**src/rtl/univ_shift_reg.sv**
```systemverilog
// Universal shift register: hold, shift/rotate left/right, parallel load and clear,
// with a saturating count of shift positions since the last load/clear/reset.
module univ_shift_reg #(
    parameter int                 WIDTH     = 8,
    parameter logic [WIDTH-1:0]   RESET_VAL = '0,
    localparam int                CNT_W     = $clog2(WIDTH + 1)
) (
    input  logic             i_clk,
    input  logic             i_rst,
    input  logic             i_en,
    input  logic [2:0]       i_mode,
    input  logic             i_sin,
    input  logic [WIDTH-1:0] i_d,
    output logic [WIDTH-1:0] o_q,
    output logic             o_sout,
    output logic [CNT_W-1:0] o_cnt,
    output logic             o_drained
);

    typedef enum logic [2:0] {
        MODE_HOLD  = 3'b000,
        MODE_SHL   = 3'b001,
        MODE_SHR   = 3'b010,
        MODE_ROL   = 3'b011,
        MODE_ROR   = 3'b100,
        MODE_LOAD  = 3'b101,
        MODE_CLEAR = 3'b110,
        MODE_RSVD  = 3'b111
    } mode_t;

    localparam logic [CNT_W-1:0] CNT_FULL = CNT_W'(WIDTH);

    logic [WIDTH-1:0] q_nxt;
    logic             sout_nxt;
    logic [CNT_W-1:0] cnt_nxt;
    logic [CNT_W-1:0] cnt_inc;

    // Counter saturates at WIDTH; the shift itself still happens.
    assign cnt_inc = (o_cnt == CNT_FULL) ? o_cnt : o_cnt + CNT_W'(1);

    always_comb begin
        q_nxt    = o_q;
        sout_nxt = o_sout;
        cnt_nxt  = o_cnt;
        case (mode_t'(i_mode))
            MODE_SHL: begin
                q_nxt    = {o_q[WIDTH-2:0], i_sin};
                sout_nxt = o_q[WIDTH-1];
                cnt_nxt  = cnt_inc;
            end
            MODE_SHR: begin
                q_nxt    = {i_sin, o_q[WIDTH-1:1]};
                sout_nxt = o_q[0];
                cnt_nxt  = cnt_inc;
            end
            MODE_ROL: begin
                q_nxt    = {o_q[WIDTH-2:0], o_q[WIDTH-1]};
                sout_nxt = o_q[WIDTH-1];
                cnt_nxt  = cnt_inc;
            end
            MODE_ROR: begin
                q_nxt    = {o_q[0], o_q[WIDTH-1:1]};
                sout_nxt = o_q[0];
                cnt_nxt  = cnt_inc;
            end
            MODE_LOAD: begin
                q_nxt   = i_d;
                cnt_nxt = '0;
            end
            MODE_CLEAR: begin
                q_nxt    = '0;
                sout_nxt = 1'b0;
                cnt_nxt  = '0;
            end
            default: ;
        endcase
    end

    always_ff @(posedge i_clk) begin
        if (i_rst) begin
            o_q    <= RESET_VAL;
            o_sout <= 1'b0;
            o_cnt  <= '0;
        end else if (i_en) begin
            o_q    <= q_nxt;
            o_sout <= sout_nxt;
            o_cnt  <= cnt_nxt;
        end
    end

    assign o_drained = (o_cnt == CNT_FULL);

endmodule

```
**config.mk**
```make
export PLATFORM = sky130hd
export DESIGN_NAME = univ_shift_reg
export DESIGN_NICKNAME = d
export VERILOG_FILES = /design/src/rtl/univ_shift_reg.sv
export SDC_FILE = /design/constraint.sdc
export NUM_CORES = 1
export LEC_CHECK = 0
export CAP_MARGIN = 10
export CORE_MARGIN = 10
export CORE_UTILIZATION = 28
export CTS_CLUSTER_DIAMETER = 100
export CTS_CLUSTER_SIZE = 12
export DETAILED_ROUTE_END_ITERATION = 16
export PLACE_DENSITY = 0.64
export SLEW_MARGIN = 10
export SYNTH_ARGS = -nofsm -noshare
export SYNTH_HDL_FRONTEND = slang
export SYNTH_SLANG_ARGS = --single-unit
```
**constraint.sdc**
```tcl
create_clock -name i_clk -period 1.75 [get_ports i_clk]
set_input_delay 0.4375 -clock i_clk [delete_from_list [all_inputs] [get_ports i_clk]]
set_output_delay 0.4375 -clock i_clk [all_outputs]
set_load 0.05 [all_outputs]
```
-- Yosys cells after proc, flatten, opt, wreduce, memory -nomap -nowiden
Index checks and enable logic that the tools add are counted.
- logic and storage cells: 26
- register bits after elaboration: 13
- input port bits: 15
- reduce and logical (&&, ||, !) cells: 10
- add/sub/neg operators: 1
- equal/unequal tests: 8
- mux-type cells: 4
- operators by type and width (cell ; number):
    $pmux 8 s6 ; 1
    $eq 3x3->1 const B ; 3
    $pmux 4 s2 ; 1
    $eq 3x2->1 const B ; 2
    $reduce_bool 6->1 ; 1
    $reduce_or 2->1 ; 3
    $add 4x1->4 const B ; 1
    $eq 4x4->1 const B ; 1
    $mux 4 ; 1
    $reduce_and 2->1 ; 2
    $reduce_or 4->1 ; 1
    $eq 3x1->1 const B ; 1
    $pmux 1 s3 ; 1
    $reduce_and 3->1 ; 1
    $reduce_bool 3->1 ; 1
    $ne 2x2->1 const B ; 1
    $reduce_bool 2->1 ; 1

-- Longest topological paths before layout
- word-level depth: 4
- gate-level depth with buffers: 7
- depth with buffers taken out: 6

-- Worst setup path after synthesis
OpenSTA, ideal clock, no wires.
- path kind: register -> register
- start: register o_cnt[0]
- end: register o_cnt[0]
- cell stages (with the launch flop): 7
- buffers on the path: 0
- arrival: 1.824 ns
- library setup time: 0.073 ns
- slack: -0.147 ns
- cell sequence: dfxtp_1 -> inv_1 -> ha_1 -> nand3b_1 -> o211ai_1 -> or4b_1 -> a21oi_1
- word-level cells in the longest chain between the ends: 3
- elaborated cells between the ends (all ways): 6
- classes of those cells: add/sub: 1; eq/ne: 2; mux: 2; reduce/logical: 1
- ends and longest elaborated chain (element ; line ; source):
    start: declaration ; 16 ; output logic [CNT_W-1:0] o_cnt,
    start signal: assignment ; 87 ; o_cnt <= cnt_nxt;
    $add 4x1->4 or $eq 4x4->1 (tied branches) ; 39 ; assign cnt_inc = (o_cnt == CNT_FULL) ? o_cnt : o_cnt + CNT_W'(1);
    $mux 4 or $ne 2x2->1 (tied branches) ; n/a ;
    $pmux 4 s2 or $reduce_and 3->1 (tied branches) ; n/a ;
Parallel ways exist; a longest one is shown, timed or not. The select of a mux whose other input is x is not followed.
A chain may end at the register's enable or synchronous reset.

-- Final worst setup path
- start: register o_cnt[1]
- end: output port o_drained
- word-level cells in the longest chain between the ends: 1
- ends and longest elaborated chain (element ; line ; source):
    $eq 4x4->1 ; 91 ; assign o_drained = (o_cnt == CNT_FULL);
    end: declaration ; 17 ; output logic o_drained
No other way between the ends.

==> run summary <==
critical path arrival: 1.24 ns
Syn Area/Cell: 8.96 sq um
EDFF count, synth: 0
Yosys reg bits: 13
Hold Buf Count CTS: 0
Clock Skew: 0.00584 ns
Root Buffer: clkbuf_4
unrepaired setup endpoints after global routing: false
die height: 76.6 um
Antenna Cells: 0
antenna violations before repair: 0
final WL: 2.64 mm
vias in the first global route: 954
final cell count without fillers: 189
Rows: 20
syn nets: 117
Post-Synthesis Cells: 100
WP data required: 1.31 ns
RR Startpoint: o_cnt[1]
PortBufs: 28
final setup violation count: 0
I/O pin count: 29
Area contributors post-synth: dfxtp_1 (29%), a211oi_2 (8.4%), a222oi_1 (5.6%), nor2_1 (4.2%), buf_6 (3.8%)
DR iter-0 viols: 84
r2r setup slk: 0.09 ns
mapped cell area: 896 sq um
Hold Crit Start: o_cnt[1]
Leak Pwr: 0.000576 uW
CTS tree: yes
Worst-path clk slew: 0.09 ns
First-pass DRT Iterations: 6
Netlist cell types: 39
Crit Path Max Fanout: 4
Worst slew margin: 0.697
worst skew pair latency: 0.27 ns
largest area contributor in the netlist: dfxtp_1
Post-Place Worst Slack: -0.375 ns
MaxCap Viol Count: 0
hpwl dp: 2.10 mm
Worst IR Drop VDD: 0.000272 V
drt wl/cell: 14.0 um
Num CTS Buffers: 3
Finished Core Util: 0.469
Max Freq: 595 MHz
Ys Warns: 0
Via density: 4.99
CTS HTree Levels: 1
worst-margin pin slew: 0.452 ns
Setup WS post-layout: 0.0697 ns
Slew Viols, Final: 0
final critical-path share of the clock period: 0.960
status: finished, final reports clean
gpl congestion: 0.785
Final ANT Viol Nets: 0
Crit. End Element: output port
routed vias: 943
buffer levels on the longest clock path: 2
initial core utilization: 0.293
GRT Total Usage: 0.0892
proportion of netlist area held by the largest area contributor: 0.291
DRC viols: 0
first-pass GRT wire length: 4.35 mm
Final Critical Period: 1.68 ns
layout net count: 163
core area: 0.00305 sq mm
power per cell area: 610 mW/mm^2
Overflow after GRT: 0
Die W: 76.6 um
Post-synth ARST share: 0
dpl cells: 183
Syn-to-layout area delta: 59.8%
final hold violations: 0
Worst Path Class, Setup: reg -> out
share of layout cells above drive strength 1: 0.366
Worst Hold Class: reg -> reg
# clock sinks: 13
Synth Flop Type: dfxtp_1
Startpoint Class: flip-flop
worst setup path start: o_cnt[1]
sequential area share after synthesis: 0.291
largest net degree at the start of global routing: 15
Die ar.: 0.00586 sq mm
==> Yosys cell counts, types with 2 or more instances <==
cell type,count
a21oi_1,4
a211oi_2,6
inv_1,6
buf_6,3
a222oi_1,5
nand3_1,2
dfxtp_1,13
nand2_1,5
mux2_2,2
a211oi_1,2
or4b_1,2
nand2b_1,5
nand3b_1,3
buf_2,3
nor2_1,10
ha_1,2
o21ai_0,5
==> placed cells by master (no fill, tap or decap), drive strengths merged, types with 5 or more instances in the layout <==
| cell type | synthesis | layout |
|---|---|---|
| inv | 6 | 6 |
| a211oi | 8 | 8 |
| nor2 | 10 | 10 |
| nand2 | 5 | 5 |
| dfxtp | 13 | 13 |
| clkdlybuf4s50 | 0 | 11 |
| a222oi | 5 | 5 |
| buf | 6 | 34 |
| nand2b | 5 | 5 |
| o21ai | 5 | 5 |
==> layer usage <==
layer / share of wire / wire [um] / GRT usage / vias to the layer above
li1: - / - / - / 476
met1: 0.48 / 1260 / 0.108 / 444
met2: 0.46 / 1220 / 0.139 / 21
met3: 0.045 / 120 / 0.0271 / 2
met4: 0.016 / 41 / 0.0446 / 0
met5: 0 / 0 / 0 / -
==> path summary, 6_finish.rpt <==
kind,endpoint,cells after the start
worst max-delay path,o_drained,5
worst min-delay path,o_cnt[1],2
worst max register to register,o_cnt[1],7
worst min register to register,o_cnt[1],2
==> flip-flops by register name, indices dropped and copies added (netlist names) <==
| register | flops |
|---|---|
| o_cnt | 4 |
| o_sout | 1 |
| o_q | 8 |
==> final cells by class <==
class	count	area, sq um
sequential	13	265
inverter	6	22.5
clock buffer	4	26.3
timing repair buffer	48	499
tap	44	55.1
fill	305	1620
multi-input combinational	74	563
==> stage by stage <==
step / hold WS (ns) / power [uW] / cell area (sq um) / TNS, ns
3_5_place_dp: 0.505 / 689 / 1380 / -3.71
3_3_place_gp: 0.497 / 683 / 1380 / -3.26
6_report: 0.523 / 873 / 1430 / 0
2_1_floorplan: 0.534 / 535 / 898 / 0
4_1_cts: 0.523 / 880 / 1420 / 0
5_1_grt: 0.539 / 919 / 1430 / 0
==> cells by family after synthesis <==
group / Yosys count / share of synthesized area
AOI/OAI and AO/OA: 36 / 0.342
and+or+nand+nor: 33 / 0.221
buffers and inverters: 13 / 0.0838
DFF: 13 / 0.291
muxes: 2 / 0.0251
adders and majority gates: 2 / 0.0279
xor gates and xnor gates: 1 / 0.00978
==> where the power goes <==
group          internal, uW  leakage [uW]  switching [uW]  total [uW]
Combinational           168      0.000453             172         340
Clock                  88.3     0.0000150             101         189
Sequential              316      0.000108            27.7         343
Total                   572      0.000576             300         873
==> what timing repair did <==
item                                    CTS  global route
setup buffers                             1             1
endpoints found under the setup margin   10            14
cloned                                    0             0
gates resized for setup                   2             3
pin swaps                                 1             1
==> critical path, stage by stage, from the launching register on <==
cell and delay [ns]:
dfxtp_2 0.36, inv_1 0.06, ha_1 0.17, nand3b_1 0.13, inv_1 0.09, buf_12 0.15
(Power assumes the default switching activity.)
